File: config.mk
export PLATFORM = sky130hd
export DESIGN_NAME = reservation_station
export DESIGN_NICKNAME = d
export VERILOG_FILES = /design/src/rtl/reservation_station.sv
export SDC_FILE = /design/constraint.sdc
export NUM_CORES = 2
export LEC_CHECK = 0
export CORE_UTILIZATION = 30
export DETAILED_ROUTE_END_ITERATION = 10
export PLACE_DENSITY_LB_ADDON = 0.25
export SETUP_SLACK_MARGIN = 0.3
export SLEW_MARGIN = 20
export SYNTH_ARGS = -nofsm -noshare
export SYNTH_HDL_FRONTEND = slang
export SYNTH_SLANG_ARGS = --single-unit
export TNS_END_PERCENT = 50
File: constraint.sdc
create_clock -name clk -period 9.6 [get_ports clk]
set_input_delay 2.88 -clock clk [delete_from_list [all_inputs] [get_ports clk]]
set_output_delay 2.88 -clock clk [all_outputs]
set_load 0.005 [all_outputs]
File: src/rtl/reservation_station.sv
// reservation_station
//   Buffers non-memory instructions until both source operands are known,
//   then issues the lowest-index ready entry to the ALU, one per cycle.
//   Operands are woken by snooping the ALU and LSB result broadcasts.
//
// Ports
//   clk, rst (async, active-low), rdy (global stall when low)
//   dispatch_rs_en, dis_opcode, dis_rob_id, Vi/Vj, Qi/Qj, Oi/Oj,
//     imm_from_dpc, once_pc_from_dpc     : dispatch write
//   is_ok, val_from_alu, rob_id_from_alu : ALU result broadcast
//   lsb_ok, val_from_lsb, rob_id_from_lsb: LSB result broadcast
//   is_clear                             : flush from ROB
//   rs_full                              : at most one free entry left
//   alu_en, alu_opcode, alu_v1, alu_v2, alu_imm, alu_pc, alu_rob_id
//                                        : registered issue to ALU
module reservation_station #(
    parameter int RS_SIZE  = 8,
    parameter int RS_IDX_W = 3
) (
    input  logic        clk,
    input  logic        rst,
    input  logic        rdy,
    input  logic        dispatch_rs_en,
    input  logic [5:0]  dis_opcode,
    input  logic [3:0]  dis_rob_id,
    input  logic [31:0] Vi,
    input  logic [31:0] Vj,
    input  logic [3:0]  Qi,
    input  logic [3:0]  Qj,
    input  logic        Oi,
    input  logic        Oj,
    input  logic [31:0] imm_from_dpc,
    input  logic [31:0] once_pc_from_dpc,
    input  logic        is_ok,
    input  logic [31:0] val_from_alu,
    input  logic [3:0]  rob_id_from_alu,
    input  logic        lsb_ok,
    input  logic [31:0] val_from_lsb,
    input  logic [3:0]  rob_id_from_lsb,
    input  logic        is_clear,
    output logic        rs_full,
    output logic        alu_en,
    output logic [5:0]  alu_opcode,
    output logic [31:0] alu_v1,
    output logic [31:0] alu_v2,
    output logic [31:0] alu_imm,
    output logic [31:0] alu_pc,
    output logic [3:0]  alu_rob_id
);

    logic [RS_SIZE-1:0] busy;
    logic [RS_SIZE-1:0] ent_o1;
    logic [RS_SIZE-1:0] ent_o2;
    logic [5:0]         ent_op  [RS_SIZE];
    logic [3:0]         ent_rob [RS_SIZE];
    logic [31:0]        ent_v1  [RS_SIZE];
    logic [31:0]        ent_v2  [RS_SIZE];
    logic [3:0]         ent_q1  [RS_SIZE];
    logic [3:0]         ent_q2  [RS_SIZE];
    logic [31:0]        ent_imm [RS_SIZE];
    logic [31:0]        ent_pc  [RS_SIZE];

    logic [RS_SIZE-1:0]  ready_vec;
    logic [RS_SIZE-1:0]  free_vec;
    logic                has_issue;
    logic                has_slot;
    logic [RS_IDX_W-1:0] issue_idx;
    logic [RS_IDX_W-1:0] slot_idx;
    logic                do_issue;
    logic                do_dispatch;
    logic [RS_IDX_W:0]   busy_cnt;
    logic                dis_o1;
    logic                dis_o2;
    logic [31:0]         dis_v1;
    logic [31:0]         dis_v2;

    always_comb begin
        ready_vec = busy & ent_o1 & ent_o2;
        has_issue = 1'b0;
        issue_idx = '0;
        for (int unsigned k = RS_SIZE; k > 0; k--) begin
            if (ready_vec[k-1]) begin
                has_issue = 1'b1;
                issue_idx = RS_IDX_W'(k - 1);
            end
        end
        do_issue = rdy && !is_clear && has_issue;

        // The entry issuing this cycle is already reusable by a dispatch.
        free_vec = ~busy;
        if (do_issue) free_vec[issue_idx] = 1'b1;
        has_slot = 1'b0;
        slot_idx = '0;
        for (int unsigned k = RS_SIZE; k > 0; k--) begin
            if (free_vec[k-1]) begin
                has_slot = 1'b1;
                slot_idx = RS_IDX_W'(k - 1);
            end
        end
        do_dispatch = rdy && dispatch_rs_en && !is_clear && has_slot;

        busy_cnt = '0;
        for (int unsigned k = 0; k < RS_SIZE; k++) begin
            busy_cnt = busy_cnt + (RS_IDX_W + 1)'(busy[k]);
        end

        // Same-cycle broadcast bypass for incoming operands.
        dis_o1 = Oi;
        dis_v1 = Vi;
        if (!Oi) begin
            if (is_ok && Qi == rob_id_from_alu) begin
                dis_o1 = 1'b1;
                dis_v1 = val_from_alu;
            end else if (lsb_ok && Qi == rob_id_from_lsb) begin
                dis_o1 = 1'b1;
                dis_v1 = val_from_lsb;
            end
        end
        dis_o2 = Oj;
        dis_v2 = Vj;
        if (!Oj) begin
            if (is_ok && Qj == rob_id_from_alu) begin
                dis_o2 = 1'b1;
                dis_v2 = val_from_alu;
            end else if (lsb_ok && Qj == rob_id_from_lsb) begin
                dis_o2 = 1'b1;
                dis_v2 = val_from_lsb;
            end
        end
    end

    assign rs_full = busy_cnt >= (RS_IDX_W + 1)'(RS_SIZE - 1);

    always_ff @(posedge clk or negedge rst) begin
        if (!rst) begin
            busy       <= '0;
            ent_o1     <= '0;
            ent_o2     <= '0;
            alu_en     <= 1'b0;
            alu_opcode <= '0;
            alu_v1     <= '0;
            alu_v2     <= '0;
            alu_imm    <= '0;
            alu_pc     <= '0;
            alu_rob_id <= '0;
            for (int unsigned k = 0; k < RS_SIZE; k++) begin
                ent_op[k]  <= '0;
                ent_rob[k] <= '0;
                ent_v1[k]  <= '0;
                ent_v2[k]  <= '0;
                ent_q1[k]  <= '0;
                ent_q2[k]  <= '0;
                ent_imm[k] <= '0;
                ent_pc[k]  <= '0;
            end
        end else if (rdy) begin
            if (is_clear) begin
                busy   <= '0;
                alu_en <= 1'b0;
            end else begin
                for (int unsigned k = 0; k < RS_SIZE; k++) begin
                    if (busy[k] && !ent_o1[k]) begin
                        if (is_ok && ent_q1[k] == rob_id_from_alu) begin
                            ent_o1[k] <= 1'b1;
                            ent_v1[k] <= val_from_alu;
                        end else if (lsb_ok && ent_q1[k] == rob_id_from_lsb) begin
                            ent_o1[k] <= 1'b1;
                            ent_v1[k] <= val_from_lsb;
                        end
                    end
                    if (busy[k] && !ent_o2[k]) begin
                        if (is_ok && ent_q2[k] == rob_id_from_alu) begin
                            ent_o2[k] <= 1'b1;
                            ent_v2[k] <= val_from_alu;
                        end else if (lsb_ok && ent_q2[k] == rob_id_from_lsb) begin
                            ent_o2[k] <= 1'b1;
                            ent_v2[k] <= val_from_lsb;
                        end
                    end
                end

                alu_en <= do_issue;
                if (do_issue) begin
                    alu_opcode      <= ent_op[issue_idx];
                    alu_v1          <= ent_v1[issue_idx];
                    alu_v2          <= ent_v2[issue_idx];
                    alu_imm         <= ent_imm[issue_idx];
                    alu_pc          <= ent_pc[issue_idx];
                    alu_rob_id      <= ent_rob[issue_idx];
                    busy[issue_idx] <= 1'b0;
                end

                // Placed last so a write into the entry just freed wins.
                if (do_dispatch) begin
                    busy[slot_idx]    <= 1'b1;
                    ent_op[slot_idx]  <= dis_opcode;
                    ent_rob[slot_idx] <= dis_rob_id;
                    ent_o1[slot_idx]  <= dis_o1;
                    ent_o2[slot_idx]  <= dis_o2;
                    ent_v1[slot_idx]  <= dis_v1;
                    ent_v2[slot_idx]  <= dis_v2;
                    ent_q1[slot_idx]  <= Qi;
                    ent_q2[slot_idx]  <= Qj;
                    ent_imm[slot_idx] <= imm_from_dpc;
                    ent_pc[slot_idx]  <= once_pc_from_dpc;
                end
            end
        end
    end

endmodule

==> results.json, run 1 <==
{
  "num_io_pins": 367,
  "yosys_warnings": 0,
  "status": "aborted with a tool error",
  "port-buffer-count": 366,
  "place_hpwl_um": 160000,
  "lastStage": "global routing",
  "syn_area_per_cell_um2": 10.0,
  "cts_resized": 0,
  "die_height_um": 478,
  "error": "[ERROR GRT-0228] Horizontal edge usage exceeds the maximum allowed. (44, 7) usage=65535 limit=3200",
  "cts_buffers": 158,
  "synth_cell_types": 70,
  "async_reset_ff_frac": 1.00,
  "clockRootBuffer": "clkbuf_16",
  "syn-num-nets": 7034,
  "cts_hold_buf": 0,
  "clock-sinks": 1331,
  "chipWidth_um": 478,
  "synth_edf_count": 0,
  "postSynthCellCount": 6800,
  "syn-cell-area_um2": 68000,
  "dp_slack_ns": 1.75,
  "gp_congestion": 0.875,
  "rows": 174,
  "ctsLongestPathBuffers": 3,
  "post_cts_buffers": 0,
  "grt_max_degree": 182,
  "ys_seq_area_frac": 0.490,
  "htree_levels": 4,
  "start_util": 0.302,
  "ys.flop_type": "dfrtp_1",
  "ys_ff_latch": 1331
}
==> synthesized netlist by cell type (all sizes together) (65+ instances only) <==
cell	number	area (um^2)
a21oi	76	380
clkbuf	557	2090
nand3	287	1440
mux2	492	5540
a221o	271	2710
a222oi	279	2790
o22a	65	569
xor2	100	876
nand2	1450	5440
mux2i	417	4170
o221a	82	923
nor2	424	1590
dfrtp	1331	33300
buf	138	621
o21ai	340	1700
==> stage by stage <==
| stage | instance area (um^2) | instances |
|---|---|---|
| global placement | 74900 | 9661 |
| CTS | 80300 | 9943 |
| floorplan | 68000 | 6800 |
| detailed placement | 75000 | 9664 |
==> cell families after synthesis <==
| family | count (synthesis) | share of synthesized area |
|---|---|---|
| XOR/XNOR | 141 | 0.0182 |
| multiplexers | 909 | 0.143 |
| AND/OR/NAND/NOR | 2287 | 0.136 |
| adder cells (fa/ha/maj) | 7 | 0.00173 |
| AO/OA/AOI/OAI | 1393 | 0.169 |
| buffers and inverters | 732 | 0.0419 |
| flip-flops | 1331 | 0.490 |
==> inputs of run 2 (changes only) <==
--- a/config.mk
+++ b/config.mk
@@ -5,10 +5,9 @@
 export SDC_FILE = /design/constraint.sdc
 export NUM_CORES = 2
 export LEC_CHECK = 0
-export CORE_UTILIZATION = 30
+export CORE_UTILIZATION = 20
 export DETAILED_ROUTE_END_ITERATION = 10
-export PLACE_DENSITY_LB_ADDON = 0.25
-export SETUP_SLACK_MARGIN = 0.3
+export PLACE_DENSITY_LB_ADDON = 0.15
 export SLEW_MARGIN = 20
 export SYNTH_ARGS = -nofsm -noshare
 export SYNTH_HDL_FRONTEND = slang
==> run 2 against run 1 <==
Compared with the run above: the run now ends clean; synthesized area did not move; synthesized cell count did not move.
==> results.json, run 2 <==
{
  "synth_compound_area_frac": 0.169,
  "drt_wl_total_um": 327000,
  "die_height_um": 585,
  "critical_path_class": "reg -> out",
  "synthTopCellsByArea": "dfrtp_1, mux2_2, nand2_1",
  "synthXorXnorAreaFrac": 0.0182,
  "synth_top_area_share": 0.490,
  "end_kind": "output port",
  "synth_top_family_by_area": "compound AO/OA/AOI/OAI gates",
  "grt_pass1_wl_um": 463000,
  "fmax_mhz": 127,
  "die_area_um2": 342000,
  "fin_crit_sh": 0.817,
  "cp.arrival_ns": 4.96,
  "power_density_nw_per_um2": 209,
  "clock-sinks": 1331,
  "drv_cap": 0,
  "hold_violations": 0,
  "final_cell_mix": "nand2_1, dfrtp_1, mux2_2",
  "ctsLongestPathBuffers": 4,
  "path_cells": "fa_1 > inv_1 > fa_1 > fa_1 > inv_1 > ha_1 > fa_1 > nand3_1 > o21ai_0 > clkdlybuf4s50_1",
  "status": "completed",
  "synthSimpleGateAreaFrac": 0.136,
  "required_ns": 6.72,
  "hold_start": "ent_op[37]$_DFFE_PN0P_",
  "drtIter0Drc": 6617,
  "fin_tns_setup_ns": 0,
  "ys_seq_area_frac": 0.490,
  "drc": 0,
  "rsz0062_at_grt": "false",
  "async_reset_ff_frac": 1.00,
  "grt_pass1_vias": 58805,
  "cts_resized": 0,
  "tritoncts": "yes",
  "cp_max_fo": 9,
  "synth_top_cell_by_area": "dfrtp_1",
  "wl_per_cell_um": 28.4,
  "grt_max_degree": 160,
  "yosys_warnings": 0,
  "chipWidth_um": 585,
  "syn-cell-area_um2": 68000,
  "syn_area_per_cell_um2": 10.0,
  "reg2regPathDepth": 9,
  "fin_crit_ns": 7.84,
  "num_vias": 58158,
  "pwr-share-clk": 0.390,
  "setup_viol": 0,
  "worst_slew_pin_slew_ns": 1.20,
  "relSlewSlack": 0.201,
  "ir_drop_mv": 0.130,
  "p_leak_uw": 0.0362,
  "r2r-start": "busy[0]$_DFFE_PN0P_",
  "p_seq_frac": 0.417,
  "startpoint": "busy[0]$_DFFE_PN0P_",
  "synthAdderAreaFrac": 0.00173,
  "hold_path_class": "reg -> reg",
  "finalWorstSetupSlack_ns": 1.76,
  "clockRootBuffer": "clkbuf_16",
  "grt_usage": 0.186,
  "swShare": 0.305,
  "areaGrowthSynthToFinish_pct": 21.8,
  "start_util": 0.202,
  "synth.most_common_cell": "nand2_1",
  "cts_hold_buf": 0,
  "post_cts_buffers": 0,
  "antenna_found_initial": 60,
  "num_io_pins": 367,
  "skew_ns": 0.0510,
  "dp_slack_ns": 1.58,
  "p_int_uw": 12000,
  "share_comb_of_total_power": 0.193,
  "vias_per_cell": 5.05,
  "clk_latency_ns": 0.86,
  "hold_depth": 2,
  "slowest_stage": "clkdlybuf4s50_1",
  "fillers": 35998,
  "port-buffer-count": 366,
  "synth_edf_count": 0,
  "gr-total-overflow": 0,
  "final_common_cell": "nand2_1",
  "synth_commonest_cells": "nand2_1, dfrtp_1, clkbuf_1",
  "slowest_delay_ns": 0.64,
  "start_kind": "register",
  "postSynthCellCount": 6800,
  "place_hpwl_um": 184000,
  "nets": 7091,
  "htree_levels": 4,
  "ys.flop_type": "dfrtp_1",
  "drt-pass1-iter-count": 10,
  "ys_ff_latch": 1331,
  "maxSlewViolCount": 0,
  "syn-num-nets": 7034,
  "cts_buffers": 175,
  "cts.clk_slew.worst_paths_ns": 0.06,
  "coreArea_um2": 337000,
  "synth_cell_types": 70,
  "net-switching-power_uw": 5270,
  "hold_slack_ns": 0.473,
  "ant_nets": 0,
  "drive_gt1_frac": 0.164,
  "synthMuxAreaShare": 0.143,
  "crit_top_cell": "fa_1",
  "rows": 213,
  "gp_congestion": 0.810
}
run 2: critical path, delay by kind of cell (launching register included):
| family | cells | cell delay (ns) |
|---|---|---|
| AO/OA/AOI/OAI | 1 | 0.39 |
| adder cells (fa/ha/maj) | 5 | 2.34 |
| buffers and inverters | 3 | 0.73 |
| flip-flops | 1 | 0.57 |
| AND/OR/NAND/NOR | 1 | 0.07 |
run 2: cell type report:
| cell class | count | area, um^2 | area share |
|---|---|---|---|
| antenna | 15 | 37.5 | 0.000453 |
| clock buffer | 253 | 5170 | 0.0624 |
| inverter | 37 | 139 | 0.00168 |
| sequential | 1331 | 33300 | 0.402 |
| multi-input combinational | 4737 | 32400 | 0.391 |
| timing repair buffer | 575 | 5520 | 0.0666 |
| clock inverter | 49 | 588 | 0.00710 |
| tap | 4515 | 5650 | 0.0682 |
run 2: metrics by stage:
| step | std cells | util | area, um^2 | power, uW |
|---|---|---|---|---|
| 2_1_floorplan | 6800 | - | 68000 | 8920 |
| 3_3_place_gp | 11194 | 0.228 | 77000 | 10600 |
| 3_5_place_dp | 11194 | 0.228 | 77000 | 10700 |
| 4_1_cts | 11496 | 0.245 | 82700 | 17600 |
| 5_1_grt | 11503 | 0.245 | 82800 | 18200 |
| 6_report | 11512 | 0.245 | 82800 | 17300 |
run 2: cells by family after synthesis:
group           count (synthesis)
flops                        1331
simple gates                 2287
xor+xnor                      141
buf+inv                       732
mux                           909
fa+ha+maj                       7
compound gates               1393
run 2: worst paths after layout:
check	endpoint	slack, ns
max reg2reg	alu_v1[4]$_DFFE_PN0P_	4.33
max in group asynchronous	alu_v1[7]$_DFFE_PN0P_	5.41
min in group asynchronous	ent_imm[126]$_DFFE_PN0P_	2.05
max	rs_full	1.76
min reg2reg	ent_op[37]$_DFFE_PN0P_	0.47
min	ent_op[37]$_DFFE_PN0P_	0.47
run 2: routing by layer:
layer	global-route usage	vias to the layer above	part of all wire
met2	0.294	2458	0.45
met3	0.0327	591	0.069
li1	-	24899	-
met5	0	-	0.00088
met1	0.254	30164	0.45
met4	0.0647	46	0.037
run 2: power groups by stage:
stage	logic, uW	registers (uW)	clock network [uW]
after floorplan	1790	7130	0
after global placement	3320	7290	0
after detailed placement	3370	7300	0
after CTS	3380	7220	6970
after global routing	3710	7330	7170
final	3330	7210	6760
Note: power is estimated with default switching activity, not from simulation.
